[config.mk]
export PLATFORM = sky130hd
export DESIGN_NAME = stack_ctrl
export DESIGN_NICKNAME = d
export VERILOG_FILES = /design/src/rtl/stack_pkg.sv /design/src/rtl/stack_mem.sv /design/src/rtl/stack_ctrl.sv
export SDC_FILE = /design/constraint.sdc
export NUM_CORES = 1
export LEC_CHECK = 0
export ABC_AREA = 1
export CELL_PAD_IN_SITES_DETAIL_PLACEMENT = 1
export CELL_PAD_IN_SITES_GLOBAL_PLACEMENT = 2
export CORE_ASPECT_RATIO = 1.75
export CORE_MARGIN = 10
export CORE_UTILIZATION = 40
export CTS_BUF_LIST = sky130_fd_sc_hd__clkbuf_8 sky130_fd_sc_hd__clkbuf_16
export DETAILED_ROUTE_END_ITERATION = 8
export PLACE_DENSITY = 0.86
export SKIP_LAST_GASP = 1
export SLEW_MARGIN = 20
export SYNTH_ARGS = -nofsm -noshare
export SYNTH_HDL_FRONTEND = slang
export SYNTH_HIERARCHICAL = 1
export SYNTH_SLANG_ARGS = --single-unit
[constraint.sdc]
create_clock -name clk -period 8 [get_ports clk]
set_input_delay 1.6 -clock clk [delete_from_list [all_inputs] [get_ports clk]]
set_output_delay 1.6 -clock clk [all_outputs]
set_load 0.01 [all_outputs]
[src/rtl/stack_pkg.sv]
// Shared definitions for the hardware stack controller: op encodings and FSM states.
package stack_pkg;

  typedef enum logic [2:0] {
    OP_NOP  = 3'd0,
    OP_PUSH = 3'd1,
    OP_POP  = 3'd2,
    OP_CALL = 3'd3,
    OP_RET  = 3'd4,
    OP_RTI  = 3'd5
  } op_e;

  typedef enum logic [1:0] {
    IDLE     = 2'd0,
    INT_SAVE = 2'd1,
    RTI_PC   = 2'd2
  } state_e;

endpackage

[src/rtl/stack_mem.sv]
// Stack storage: DEPTH x DATA_W register array, one synchronous write port,
// one asynchronous read port. Contents are not reset.
module stack_mem #(
  parameter int DATA_W = 32,
  parameter int DEPTH  = 16
) (
  input  logic                     clk,
  input  logic                     we,
  input  logic [$clog2(DEPTH)-1:0] waddr,
  input  logic [DATA_W-1:0]        wdata,
  input  logic [$clog2(DEPTH)-1:0] raddr,
  output logic [DATA_W-1:0]        rdata
);

  logic [DATA_W-1:0] mem [DEPTH];

  // Write the addressed entry on an enabled clock edge.
  always_ff @(posedge clk) begin
    if (we) mem[waddr] <= wdata;
  end

  // Top-of-stack read is combinational so a pop completes in one cycle.
  always_comb begin
    rdata = mem[raddr];
  end

endmodule

[src/rtl/stack_ctrl.sv]
// Hardware call/data stack controller with interrupt entry and return.
// Optional feature: define STACK_CTX_SAVE_EN to also save/restore the status
// word on interrupt entry/RTI (two-cycle sequences via INT_SAVE / RTI_PC).
module stack_ctrl
  import stack_pkg::*;
#(
  parameter int                 DATA_W  = 32,
  parameter int                 DEPTH   = 16,
  parameter logic [DATA_W-1:0]  INT_VEC = DATA_W'(32'h0000_0040)
) (
  input  logic                   clk,
  input  logic                   rst,
  input  logic [2:0]             op,
  input  logic                   op_valid,
  output logic                   op_ready,
  input  logic [DATA_W-1:0]      data_in,
  input  logic [DATA_W-1:0]      pc_in,
  input  logic [DATA_W-1:0]      flags_in,
  input  logic                   irq,
  output logic [DATA_W-1:0]      data_out,
  output logic                   data_vld,
  output logic [DATA_W-1:0]      pc_out,
  output logic                   pc_load,
  output logic [DATA_W-1:0]      flags_out,
  output logic                   flags_vld,
  output logic [$clog2(DEPTH):0] sp,
  output logic                   full,
  output logic                   empty,
  output logic                   int_mask,
  output logic                   ovf,
  output logic                   udf,
  input  logic                   clr_err
);

  localparam int AW  = $clog2(DEPTH);
  localparam int SPW = AW + 1;

  state_e            state;
  logic              take_irq, accept;
  logic              push_req, pop_req, wr_en, rd_ok;
  logic [DATA_W-1:0] wdata, rdata;
  logic [AW-1:0]     waddr, raddr;

  assign full     = (sp == SPW'(DEPTH));
  assign empty    = (sp == '0);
  // Interrupt wins over a pending op; the op is simply not accepted that cycle.
  assign take_irq = (state == IDLE) && irq && !int_mask;
  assign op_ready = (state == IDLE) && !take_irq;
  assign accept   = op_valid && op_ready;
  assign waddr    = sp[AW-1:0];
  assign raddr    = sp[AW-1:0] - AW'(1);
  assign wr_en    = push_req && !full;
  assign rd_ok    = pop_req && !empty;

  // Decide whether this cycle pushes or pops, and what is pushed.
  always_comb begin
    push_req = 1'b0;
    pop_req  = 1'b0;
    wdata    = data_in;
    case (state)
      IDLE: begin
        if (take_irq) begin
          push_req = 1'b1;
          wdata    = pc_in;
        end else if (accept) begin
          case (op)
            OP_PUSH: push_req = 1'b1;
            OP_CALL: begin
              push_req = 1'b1;
              wdata    = pc_in + DATA_W'(1);
            end
            OP_POP, OP_RET, OP_RTI: pop_req = 1'b1;
            default: ;
          endcase
        end
      end
      INT_SAVE: begin
        push_req = 1'b1;
        wdata    = flags_in;
      end
      RTI_PC:  pop_req = 1'b1;
      default: ;
    endcase
  end

  stack_mem #(
    .DATA_W (DATA_W),
    .DEPTH  (DEPTH)
  ) u_mem (
    .clk   (clk),
    .we    (wr_en),
    .waddr (waddr),
    .wdata (wdata),
    .raddr (raddr),
    .rdata (rdata)
  );

  // Control FSM: stack pointer, sticky errors, interrupt mask and registered strobes.
  always_ff @(posedge clk or negedge rst) begin
    if (!rst) begin
      state     <= IDLE;
      sp        <= '0;
      int_mask  <= 1'b0;
      ovf       <= 1'b0;
      udf       <= 1'b0;
      data_out  <= '0;
      data_vld  <= 1'b0;
      pc_out    <= '0;
      pc_load   <= 1'b0;
      flags_out <= '0;
      flags_vld <= 1'b0;
    end else begin
      data_vld  <= 1'b0;
      pc_load   <= 1'b0;
      flags_vld <= 1'b0;

      if (wr_en)      sp <= sp + SPW'(1);
      else if (rd_ok) sp <= sp - SPW'(1);

      if (push_req && full) ovf <= 1'b1;
      else if (clr_err)     ovf <= 1'b0;
      if (pop_req && empty) udf <= 1'b1;
      else if (clr_err)     udf <= 1'b0;

      case (state)
        IDLE: begin
          if (take_irq) begin
            int_mask <= 1'b1;
`ifdef STACK_CTX_SAVE_EN
            state    <= INT_SAVE;
`else
            pc_out   <= INT_VEC;
            pc_load  <= 1'b1;
`endif
          end else if (accept) begin
            case (op)
              OP_POP: if (rd_ok) begin
                data_out <= rdata;
                data_vld <= 1'b1;
              end
              OP_CALL: if (wr_en) begin
                pc_out  <= data_in;
                pc_load <= 1'b1;
              end
              OP_RET: if (rd_ok) begin
                pc_out  <= rdata;
                pc_load <= 1'b1;
              end
              OP_RTI: begin
`ifdef STACK_CTX_SAVE_EN
                if (rd_ok) begin
                  flags_out <= rdata;
                  flags_vld <= 1'b1;
                end
                state <= RTI_PC;
`else
                int_mask <= 1'b0;
                if (rd_ok) begin
                  pc_out  <= rdata;
                  pc_load <= 1'b1;
                end
`endif
              end
              default: ;
            endcase
          end
        end
        INT_SAVE: begin
          pc_out  <= INT_VEC;
          pc_load <= 1'b1;
          state   <= IDLE;
        end
        RTI_PC: begin
          int_mask <= 1'b0;
          if (rd_ok) begin
            pc_out  <= rdata;
            pc_load <= 1'b1;
          end
          state <= IDLE;
        end
        default: state <= IDLE;
      endcase
    end
  end

endmodule

Yosys cells after proc, flatten, opt, wreduce, memory -nomap -nowiden
Memories as Yosys holds them, arrays and structs flattened.
Cells that the tools add are included.
{"block": "totals", "regBits": 74, "ramBits": 512, "inputBits": 104, "output_inout_bits": 110, "word_cells": 76, "mem_count": 1}
{"memory": "u_mem.mem", "depth": 16, "word_bits": 32, "rd": 1, "rd_clocked_by_memory_dff": 0, "wr": 1, "line_no": "stack_mem.sv:15", "text": "logic [DATA_W-1:0] mem [DEPTH];"}
{"block": "classes", "addsub": 4, "eq_ne": 8, "muxes": 31, "bitwise_logic": 1, "reduce_logical": 23}
{"operator": "two-way mux 32 bit", "n": 7}
{"operator": "one-hot mux 32 bit (2 select lines)", "n": 1}
{"operator": "adder 32 x 1 -> 32 bit (second input constant)", "n": 1}
{"operator": "two-way mux 1 bit", "n": 20}
{"operator": "two-way mux 5 bit", "n": 2}
{"operator": "nonzero test 2 bit", "n": 5}
{"operator": "AND reduction 4 bit", "n": 2}
{"operator": "equality test 3 x 2 -> 1 bit (second input constant)", "n": 2}
{"operator": "equality test 3 bit (second input constant)", "n": 2}
{"operator": "logical AND 1 bit", "n": 6}
{"operator": "adder 5 x 1 -> 5 bit (second input constant)", "n": 1}
{"operator": "equality test 5 bit (second input constant)", "n": 1}
{"operator": "logical NOT 5 bit", "n": 1}
{"operator": "subtractor 5 x 1 -> 5 bit (second input constant)", "n": 1}
{"operator": "logical NOT 1 bit", "n": 4}
{"operator": "inequality test 4 x 3 -> 1 bit (second input constant)", "n": 1}
{"operator": "OR reduction 2 bit", "n": 2}
{"operator": "subtractor 4 x 1 -> 4 bit (second input constant)", "n": 1}
{"operator": "equality test 3 x 1 -> 1 bit (second input constant)", "n": 1}
{"operator": "inequality test 3 x 2 -> 1 bit (second input constant)", "n": 1}
{"operator": "nonzero test 3 bit", "n": 1}
{"operator": "OR reduction 3 bit", "n": 1}
{"operator": "one-hot mux 1 bit (2 select lines)", "n": 1}
{"operator": "AND reduction 2 bit", "n": 1}
{"operator": "NOT 1 bit", "n": 1}

Depth between registers and ports, before layout
Gate-level depths: netlist of run 1.
{"block": "logic_depth", "ltp_word": 11, "ltp_mapped": 15, "ltp_nobuf": 12}

Hierarchy
The synthesis of run 1 kept the hierarchy.
{"mod": "stack_mem", "n_inst": 1, "cells_each": 2088, "area_per_inst_um2": 22089.9, "seq_area_each_um2": 15374.7}
{"mod": "stack_ctrl", "n_inst": 1, "cells_each": 848, "area_per_inst_um2": 5376.4, "seq_area_each_um2": 1851.8}

Worst setup path before layout of run 1
Ideal clock, no wire load.
{"block": "synth_timing", "path_type": "input-to-reg", "startpoint": "in op[2]", "endpoint": "mem u_mem.mem[12][0] (enable)", "setup_time_ns": 0.421, "arrival_ns": 3.581, "required_ns": 7.579, "path_slack_ns": 3.998, "path_stages": 7, "n_path_buf": 0, "path_cell_list": "inv_2 > nand3_1 > nand2_1 > nand2_2 > inv_2 > nand3_1 > nor2_1"}
{"block": "synth_between", "elab_chain_cells": 8, "word_cells_on_any_way": 9, "classes_between": "eq/ne: 2; mux: 5; reduce/logical: 2"}
{"item": "start: declaration", "line_no": "stack_ctrl.sv:13", "text": "input logic [2:0] op,"}
{"item": "equality test 3 x 2 -> 1 bit / equality test 3 x 1 -> 1 bit (equally long branches)", "line_no": "stack_ctrl.sv:66", "text": "case (op)"}
{"item": "OR reduction 2 bit (no line) (*)"}
{"item": "two-way mux 1 bit (*)", "line_no": "stack_ctrl.sv:66"}
{"item": "two-way mux 1 bit (*)", "line_no": "stack_ctrl.sv:65", "text": "end else if (accept) begin"}
{"item": "two-way mux 1 bit (*)", "line_no": "stack_ctrl.sv:62", "text": "if (take_irq) begin"}
{"item": "logical AND 1 bit (*)", "line_no": "stack_ctrl.sv:52", "text": "assign wr_en = push_req && !full;"}
{"item": "named net wr_en", "line_no": "stack_ctrl.sv:40", "text": "logic push_req, pop_req, wr_en, rd_ok;"}
{"item": "two-way mux 1 bit (*)", "line_no": "stack_mem.sv:19", "text": "if (we) mem[waddr] <= wdata;"}
{"item": "two-way mux 1 bit (implied by the code) (*)", "line_no": "stack_mem.sv:19"}
{"item": "end: declaration", "line_no": "stack_mem.sv:15"}
The timed path passes the listed nets; every way through them passes the cells marked *.

Final worst setup path of run 1
{"block": "layout_timing", "startpoint": "in irq", "endpoint": "out op_ready"}
{"block": "layout_between", "elab_chain_cells": 2}
{"item": "start: declaration", "line_no": "stack_ctrl.sv:19", "text": "input logic irq,"}
{"item": "logical AND 1 bit", "line_no": "stack_ctrl.sv:47", "text": "assign take_irq = (state == IDLE) && irq && !int_mask;"}
{"item": "logical NOT 1 bit", "line_no": "stack_ctrl.sv:48", "text": "assign op_ready = (state == IDLE) && !take_irq;"}
{"item": "end: declaration", "line_no": "stack_ctrl.sv:15", "text": "output logic op_ready,"}
No other way between the ends.

==> results.ini, run 1 <==
[status]
status=finished, final reports clean

[floorplan]
fp.dieH_um=366.6
io_pins=214
std_cell_rows=127
dieWidth_um=218.1
design.core.area_sq_um=68330
initial_core_util_pct=40.20
die_area_sq_um=79960

[pwr]
power_density_nw_per_um2=369.4
finalPower_uw=11610
power.leakage_uw=0.01361
ir_worst_vdd_v=0.0002310

[global_routing]
grtUsageTotal_pct=22.47
grt_max_degree=110
antenna_found_initial=2
grt.overflow.total=0
grt_pass1_vias=22988
grt_pass1_wl_um=137400

[cells_and_area]
fin_cells=3988
mostFrequentLayoutCells=1005 x nand2_1, 512 x edfxtp_1, 474 x nand3_1, 438 x inv_1, 147 x clkdlybuf4s50_1
num-nets-final=3151
area_growth_pct=14.38
final_common_cell=nand2_1
drive_gt1_share_pct=5.644

[clocking]
clkSinkCount=586
cts_resized=0
worstSkewPairLatency_ps=610
cts_buffer_depth=3
clk_pin_slew_worst_paths_ps=70
cts-root-buf=clkbuf_16
cts_setup_buffers=0
htree_levels=2
tritoncts=built
cts_buffers=52
hold_buffers=0

[logic_synthesis]
syn_area_sq_um=27470
synth_area_leaders=edfxtp_1 56%, nand2_1 14%, nand3_1 8.6%
ys_warn_count=70
synth_edf_count=512
synthArstFlopShare_pct=12.63
yosys.area.top_type=edfxtp_1
yosysTopAreaCellShare_pct=55.98
netlist_instances=2936
ys.flop_type=edfxtp_1
yosysSeqAreaShare_pct=62.72
synth-seq-cells=586
syn_avg_cell_area_sq_um=9.355
synth.distinct_cells=34

[critical_path]
crit_required_ps=6400
rrSetupSlack_ps=3610
cp_max_fo=66
startpoint=irq
endpoint_kind=output pin
reg2reg_depth=13
arrival_ps=3680
setup.worst_path.end=op_ready
r2r-end=pc_out[0]
critPathKind=in -> out
cp-start-kind=input pin
r2r_start=sp[0]

[drt]
viasPerCell=5.278
drc_errors=0
drt_wl_total_um=90960
wl_per_cell_um=22.81
ant_nets=0
drt_pass1_iterations=5
vias=21048
drt_iter0_markers=1273

[timing]
finalCritPeriodShare_pct=66.01
rsz0062_at_grt=false
worst_slew_pin_slew_ps=1158
slew_violations=0
finalSetupTns_ps=0
hold_violations=0
finalCriticalPeriod_ps=5281
finClkSkew_ps=22.60
final-setup-viol-count=0
slew-limit-headroom_pct=22.80
fmax_ghz=0.1894

[placed_design]
place_inst=3883
port-buffer-count=148
place.gp.congestion=0.9281
hpwl_um=56260

[worst_hold_path]
hold_path_class=reg -> reg

[run]
cap_violations=0

==> sequential cells by signal, summed over array words and instances (netlist names) <==
name and count:
data_out 32, data_vld 1, int_mask 1, ovf 1, pc_load 1, pc_out 32, sp 5, u_mem/mem 512
udf 1
==> per-layer routing <==
metal / track usage (%) / vias to the layer above / part of all wire (%)
li1: - / 9554 / -
met1: 25.42 / 10624 / 38
met2: 40.13 / 692 / 52
met3: 4.151 / 178 / 6.5
met4: 10.00 / 0 / 4.4
met5: 0 / - / 0
==> worst min-delay path by stage <==
stage / from / endpoint / cells past startpoint
5_1_grt: data_out[8] / data_out[8] / 2
3_3_place_gp: data_out[0] / data_out[0] / 2
3_5_place_dp: data_out[26] / data_out[26] / 2
6_report: data_out[27] / data_out[27] / 2
2_1_floorplan: data_out[6] / data_out[6] / 2
4_1_cts: data_out[26] / data_out[26] / 2
==> cell usage after synthesis (all sizes together) (2+ instances only) <==
cell / count
nand3: 476
o211ai: 9
clkbuf: 31
dfrtp: 74
a21oi: 24
edfxtp: 512
nor2: 126
nand4: 4
nand3b: 4
nand2: 1009
a31oi: 2
ha: 7
xor2: 5
buf: 145
o21ai: 60
inv: 442
==> cells by family (layout without fill, tap and decap cells) <==
family | Yosys count | in the layout | share of synthesized area [%]
fa+ha+maj | 8 | 8 | 0.3918
simple gates | 1619 | 1619 | 24.59
other cells | 1 | 35 | 0.01365
xor+xnor | 6 | 6 | 0.1913
flops | 586 | 586 | 62.72
buf+inv | 618 | 733 | 10.15
compound gates | 98 | 98 | 1.941
==> final cells by class <==
| type | instances | area (sq um) |
|---|---|---|
| multi-input cells | 1764 | 7742 |
| well taps | 903 | 1130 |
| inverters | 442 | 1679 |
| diodes | 2 | 5.005 |
| fillers | 7851 | 36910 |
| clock inverters | 42 | 427.9 |
| flip-flops and latches | 586 | 17230 |
| clock buffers | 56 | 1390 |
| repair buffers | 193 | 1814 |
==> report_power, final <==
| part | switching [uW] | leakage, uW | internal [uW] |
|---|---|---|---|
| clock network | 1180 | 0.000906 | 1520 |
| logic | 3700 | 0.00716 | 1420 |
| registers | 155 | 0.00554 | 3620 |
| total | 5040 | 0.0136 | 6570 |
==> metrics by stage <==
step	hold slack [ps]	util, %	worst slack [ps]	area (sq um)
detailed placement	469.8	43.24	2750	29550
floorplan	515.5	-	3998	27590
CTS	497.0	45.90	2744	31370
finish	490.2	45.98	2719	31420
global placement	466.6	43.24	2754	29550
global route	520.6	45.98	2617	31420
==> critical path, cell delays in order <==
cell             delay [ps]
clkdlybuf4s50_1         440
nand2_2                 330
buf_4                   580
clkdlybuf4s50_1         670
Note: power is estimated with default switching activity, not from simulation.
==> inputs of run 2 (changes only) <==
Settings changed: CORE_UTILIZATION 40 to 34, PLACE_DENSITY 0.86 to 0.78.
Clock period 8 ns to 4.7 ns, I/O delays scaled along.
==> run 2 against run 1 <==
Against the previous run: worst setup slack worse by 1700 ps; flip-flop and latch count unchanged; core utilization down 6.2 points; non-clock buffer count is 19 higher; clock power grew 56%; critical path depth is 8 higher; global-route usage down 3.3 points; clock skew fell by 4.9 ps; sequential share of layout area shrank 0.57 points; final cell count rose by 3.8%; combinational power rose by 75%; sequential power up 70%; critical path type is now reg -> reg; largest power group unchanged.
==> results.ini, run 2 (synthesized netlist as in run 1, its figures left out) <==
[clocking]
cts_buffers=51  ; -1.9%
clk_pin_slew_worst_paths_ps=70  ; about the same
htree_levels=2  ; unchanged
worstSkewPairLatency_ps=610  ; about the same
clkSinkCount=586  ; unchanged
cts_buffer_depth=3  ; unchanged
cts-root-buf=clkbuf_16
cts_setup_buffers=0  ; unchanged
cts_resized=0  ; unchanged
tritoncts=built
hold_buffers=0  ; unchanged

[timing]
worst_slew_pin_slew_ps=1155  ; -2.804 ps
finalSetupTns_ps=0  ; unchanged
finalCritPeriodShare_pct=79.04
rsz0062_at_grt=false
slew-limit-headroom_pct=22.90  ; +0.10 points
fmax_ghz=0.2692
finClkSkew_ps=17.66  ; -4.939 ps
final-setup-viol-count=0  ; unchanged
slew_violations=0  ; unchanged
finalCriticalPeriod_ps=3715
hold_violations=0  ; unchanged

[placed_design]
place.gp.congestion=0.8486  ; -8.6%
port-buffer-count=148  ; unchanged
hpwl_um=57620  ; +2.4%

[floorplan]
die_area_sq_um=93000  ; +16%
io_pins=214  ; unchanged
std_cell_rows=137  ; +7.9%
design.core.area_sq_um=79880  ; +17%
dieWidth_um=234.9  ; +7.7%
fp.dieH_um=396.0  ; +8.0%
initial_core_util_pct=34.38  ; -5.8 points

[drt]
wl_met2_um=48040  ; +2.2%
vias=20632  ; -2.0%
dr_wl_met3_um=4698  ; -20%
m1WireLength_um=34960  ; +2.5%
drc_errors=0  ; unchanged
wl_per_cell_um=22.09  ; -3.1%
viasPerCell=4.985  ; -5.6%
drt_wl_total_um=91440  ; +0.52%
drt_iter0_markers=1163  ; -8.6%
top_layer=met4
drt_pass1_iterations=5  ; unchanged
ant_nets=0  ; unchanged

[pwr]
p_comb_share_pct=45.7  ; +1.6 points
power_density_nw_per_um2=616.3  ; +67%
switchingPower_uw=8523  ; +69%
switching_share_pct=43.56  ; +0.14 points
ir_worst_vdd_v=0.0006137  ; +170%
internal_power_uw=11040  ; +68%
clock_power_share_pct=21.5  ; -1.8 points
seq_power_share_pct=32.8  ; +0.3 points
finalPower_uw=19570  ; +69%
power.leakage_uw=0.01368  ; +0.52%

[critical_path]
cp_max_fo=48  ; -27%
cp-start-kind=flop
critPathKind=reg -> reg
endpoint_kind=flop
crit_required_ps=5230  ; -1170 ps
arrival_ps=4240  ; +560 ps

[cells_and_area]
mostFrequentLayoutCells=1005 x nand2_1, 512 x edfxtp_1, 474 x nand3_1, 443 x inv_1, 147 x clkdlybuf4s50_1
diodes=0  ; -2
num-nets-final=3169  ; +0.57%
top_register=u_mem/mem
fillers=9223  ; +17%
final_common_cell=nand2_1
largest_reg_flops=512  ; unchanged
drive_gt1_share_pct=5.844  ; +0.20 points
top_regs=u_mem/mem (512), data_out (32), pc_out (32)
area_growth_pct=15.57

[status]
status=finished, final reports clean

[run]
cap_violations=0  ; unchanged

[global_routing]
antenna_found_initial=0  ; -2
grt.overflow.total=0  ; unchanged
grt_max_degree=165  ; +50%
grt_pass1_wl_um=137600  ; about the same
grt_pass1_vias=22645  ; -1.5%
grtUsageTotal_pct=19.21  ; -3.3 points

[worst_hold_path]
hold_path_class=in -> async

run 2: changes by cell type in the layout (fill, tap and decap cells not counted), sizes merged:
cell and change:
buf +20, bufinv -4, clkinv -1, clkinvlp -1
clkbuf -2, diode -2, inv +2
run 2: worst max-delay path, stage by stage (launching register included):
cell and delay [ps]:
dfrtp_1 530, clkinv_4 220, ha_1 380, inv_4 460, buf_4 700, nand3_1 170
nand3_1 100, nand3_1 80, nand2_1 430, nor2_1 100, nor2_1 180, nand2_1 80
nand2_1 100
run 2: final cells by class:
type | instances | area (sq um) | share of cell area [%]
multi-input combinational | 1764 | 7739 | 24.38
clock buffer | 55 | 1343 | 4.229
sequential | 586 | 17230 | 54.27
clock inverter | 38 | 299.0 | 0.9420
tap | 1042 | 1304 | 4.107
timing repair buffer | 212 | 2160 | 6.803
inverter | 442 | 1674 | 5.274
run 2: power by group through the flow:
stage | clock network [uW] | registers, uW | logic, uW
floorplan | 0 | 6590 | 5150
global placement | 0 | 6520 | 8770
detailed placement | 0 | 6520 | 8970
CTS | 4290 | 6430 | 9020
global route | 4470 | 6480 | 9750
finish | 4200 | 6430 | 8940
run 2: stage by stage:
stage / instances / util, % / area [sq um] / setup slack [ps] / hold WS (ps)
6_report: 4139 / 39.74 / 31740 / 985.0 / 313.6
5_1_grt: 4139 / 39.74 / 31740 / 791.0 / 340.2
4_1_cts: 4137 / 39.71 / 31720 / 981.6 / 306.7
3_5_place_dp: 4044 / 37.66 / 30080 / 718.6 / 476.3
3_3_place_gp: 4043 / 37.65 / 30070 / 808.6 / 470.0
2_1_floorplan: 2968 / - / 27590 / 1358 / 515.5
run 2: per-layer routing:
layer  up-vias  GRT usage, %
met5         -             0
met1     10360         21.09
li1       9588             -
met2       523         35.83
met3       161         3.102
met4         0         8.190
run 2: path summary, 6_finish.rpt:
| check | end | depth (start not counted) | from | slack, ps |
|---|---|---|---|---|
| max | pc_out[12] | 12 | sp[0] | 990 |
| min | data_out[8] | 1 | rst | 310 |
| max reg2reg | pc_out[12] | 12 | sp[0] | 990 |
| min reg2reg | data_out[0] | 2 | data_out[0] | 490 |
| max in group asynchronous | pc_out[19] | 2 | rst | 3470 |
| min in group clk | data_out[0] | 2 | data_out[0] | 490 |
==> inputs of run 3 (changes only) <==
Settings changed: CORE_UTILIZATION 34 to 37, PLACE_DENSITY 0.78 to 0.81.
Clock period 4.7 ns to 3.58 ns, I/O delays scaled along.
==> run 3 against run 2 <==
Against the previous run: count of clock-buffer cells in the layout is 1 lower; hold slack got worse by 98 ps; first-iteration DRC count down 8.1%; critical path depth down 7; wire length increased by 0.72%; cell area is 0.67% higher; register-to-register slack lost 380 ps; sequential power up 31%; non-clock buffer count rose by 22.
==> results.ini, run 3 (synthesized netlist as in run 1, its figures left out) <==
[cells_and_area]
fin_cells=4059  ; -1.9%
area_growth_pct=16.35
num-nets-final=3192  ; +0.73%
top_register=u_mem/mem
largest_reg_flops=512  ; unchanged
top_regs=u_mem/mem (512), data_out (32), pc_out (32)
final_common_cell=nand2_1
diodes=0  ; unchanged
post-route-util_pct=43.29  ; +3.5 points
drive_gt1_share_pct=6.536  ; +0.69 points
mostFrequentLayoutCells=1005 x nand2_1, 512 x edfxtp_1, 474 x nand3_1, 441 x inv_1, 147 x clkdlybuf4s50_1

[global_routing]
grt_pass1_wl_um=138900  ; +0.98%
antenna_found_initial=1  ; +1
grt.overflow.total=0  ; unchanged
grtUsageTotal_pct=21.39  ; +2.2 points
grt_pass1_vias=22868  ; +0.98%
grt_max_degree=161  ; -2.4%

[pwr]
ir_worst_vdd_v=0.0006953  ; +13%
power_density_nw_per_um2=822.0  ; +33%
power.leakage_uw=0.01385  ; +1.3%

[timing]
fmax_ghz=0.3035
finalSetupTns_ps=0  ; unchanged
worst_slew_pin_slew_ps=940.4  ; -214.8 ps
final-setup-viol-count=0  ; unchanged
slew-limit-headroom_pct=37.30  ; +14 points
finalCritPeriodShare_pct=92.05
finClkSkew_ps=9.932  ; -7.728 ps
finalCriticalPeriod_ps=3295
rsz0062_at_grt=false
slew_violations=0  ; unchanged
hold_violations=0  ; unchanged

[clocking]
cts_buffer_depth=3  ; unchanged
cts-root-buf=clkbuf_16
cts_setup_buffers=0  ; unchanged
hold_buffers=0  ; unchanged
htree_levels=2  ; unchanged
clkSinkCount=586  ; unchanged
cts_resized=0  ; unchanged
clk_pin_slew_worst_paths_ps=70  ; about the same
tritoncts=built
cts_buffers=52  ; +2.0%
worstSkewPairLatency_ps=610  ; about the same

[run]
cap_violations=0  ; unchanged

[critical_path]
rrSetupSlack_ps=610  ; -380 ps
cp-start-kind=flop
reg2reg_depth=13  ; +1
endpoint_kind=output pin
crit_required_ps=2860  ; -2370 ps
r2r_start=sp[0]
critPathKind=reg -> out
cp_max_fo=8  ; -83%
arrival_ps=2580  ; -1660 ps
r2r-end=pc_out[9]
critPathSlowestCell=clkdlybuf4s50_1
slowest_delay_ps=580  ; -120 ps
cp_cell_sequence=inv_8 -> ha_1 -> nand4_1 -> inv_1 -> clkdlybuf4s50_1

[worst_hold_path]
hold_path_class=in -> async

[floorplan]
fp.dieH_um=380.4  ; -3.9%
dieWidth_um=226.0  ; -3.8%
design.core.area_sq_um=73830  ; -7.6%
std_cell_rows=132  ; -3.6%
io_pins=214  ; unchanged
die_area_sq_um=85960  ; -7.6%
initial_core_util_pct=37.20  ; +2.8 points

[placed_design]
place_inst=3964  ; -2.0%
hpwl_um=59600  ; +3.4%
port-buffer-count=148  ; unchanged
place.gp.congestion=0.8881  ; +4.7%

[drt]
viasPerCell=5.120  ; +2.7%
drt_iter0_markers=1069  ; -8.1%
drt_wl_total_um=92100  ; +0.72%
vias=20782  ; +0.73%
drt_pass1_iterations=5  ; unchanged
wl_per_cell_um=22.69  ; +2.7%
drc_errors=0  ; unchanged
ant_nets=0  ; unchanged

[status]
status=finished, final reports clean

[run 3: cell count changes in the layout (fill, tap and decap cells not counted), moves of 2 or more]
| cell | before | now |
|---|---|---|
| clkinv_2 | 8 | 5 |
| buf_12 | 16 | 26 |
| clkinv_4 | 1 | 3 |
| inv_1 | 443 | 441 |
| clkbuf_16 | 52 | 54 |
| inv_6 | 2 | 5 |
| clkinv_1 | 10 | 12 |
| clkbuf_8 | 3 | 0 |
| buf_4 | 48 | 61 |
[run 3: worst max-delay path: cells and delay by family (launching register included)]
family | cells | cell delay (ps)
adder cells (fa/ha/maj) | 1 | 200
buffers and inverters | 3 | 940
flip-flops | 1 | 530
AND/OR/NAND/NOR | 1 | 290
[run 3: report_power, final]
group | leakage (uW) | total (uW) | switching [uW] | internal [uW]
combinational | 0.00746 | 12100 | 8550 | 3560
clock | 0.000855 | 5720 | 2610 | 3110
sequential | 0.00554 | 8440 | 355 | 8090
total | 0.0139 | 26300 | 11500 | 14800
[run 3: worst max path at each step]
stage                   from               end  cells past startpoint
detailed placement  pc_in[0]  u_mem/mem[3][22]                     12
global placement    op_valid   u_mem/mem[5][5]                      8
floorplan              sp[0]  u_mem/mem[12][0]                      7
global route           sp[0]             empty                      5
CTS                    sp[0]             empty                      5
finish                 sp[0]             empty                      5
[run 3: area by class of cell]
class | count | area (sq um)
clock buffer | 54 | 1351
tap | 938 | 1174
timing repair buffer | 234 | 2450
clock inverter | 41 | 347.8
sequential | 586 | 17230
multi-input combinational | 1764 | 7732
inverter | 442 | 1677
fill | 8361 | 41870
[run 3: routing by layer]
layer,up-vias,share of wire [%],global-route usage (%)
met4,0,4.5,9.735
met2,539,52,38.86
met3,176,5.5,4.003
met1,10418,38,23.50
met5,-,0,0
li1,9649,-,-
[run 3: through the flow]
stage	setup WS, ps	hold WS, ps	total power [uW]	cell area (sq um)
after floorplan	438.8	420.4	15420	27590
final	284.7	215.1	26270	31960
after detailed placement	214.5	465.6	20650	30260
after global placement	310.7	468.9	20390	30260
after CTS	221.5	239.1	26450	31960
after global routing	124.0	266.5	27750	31960
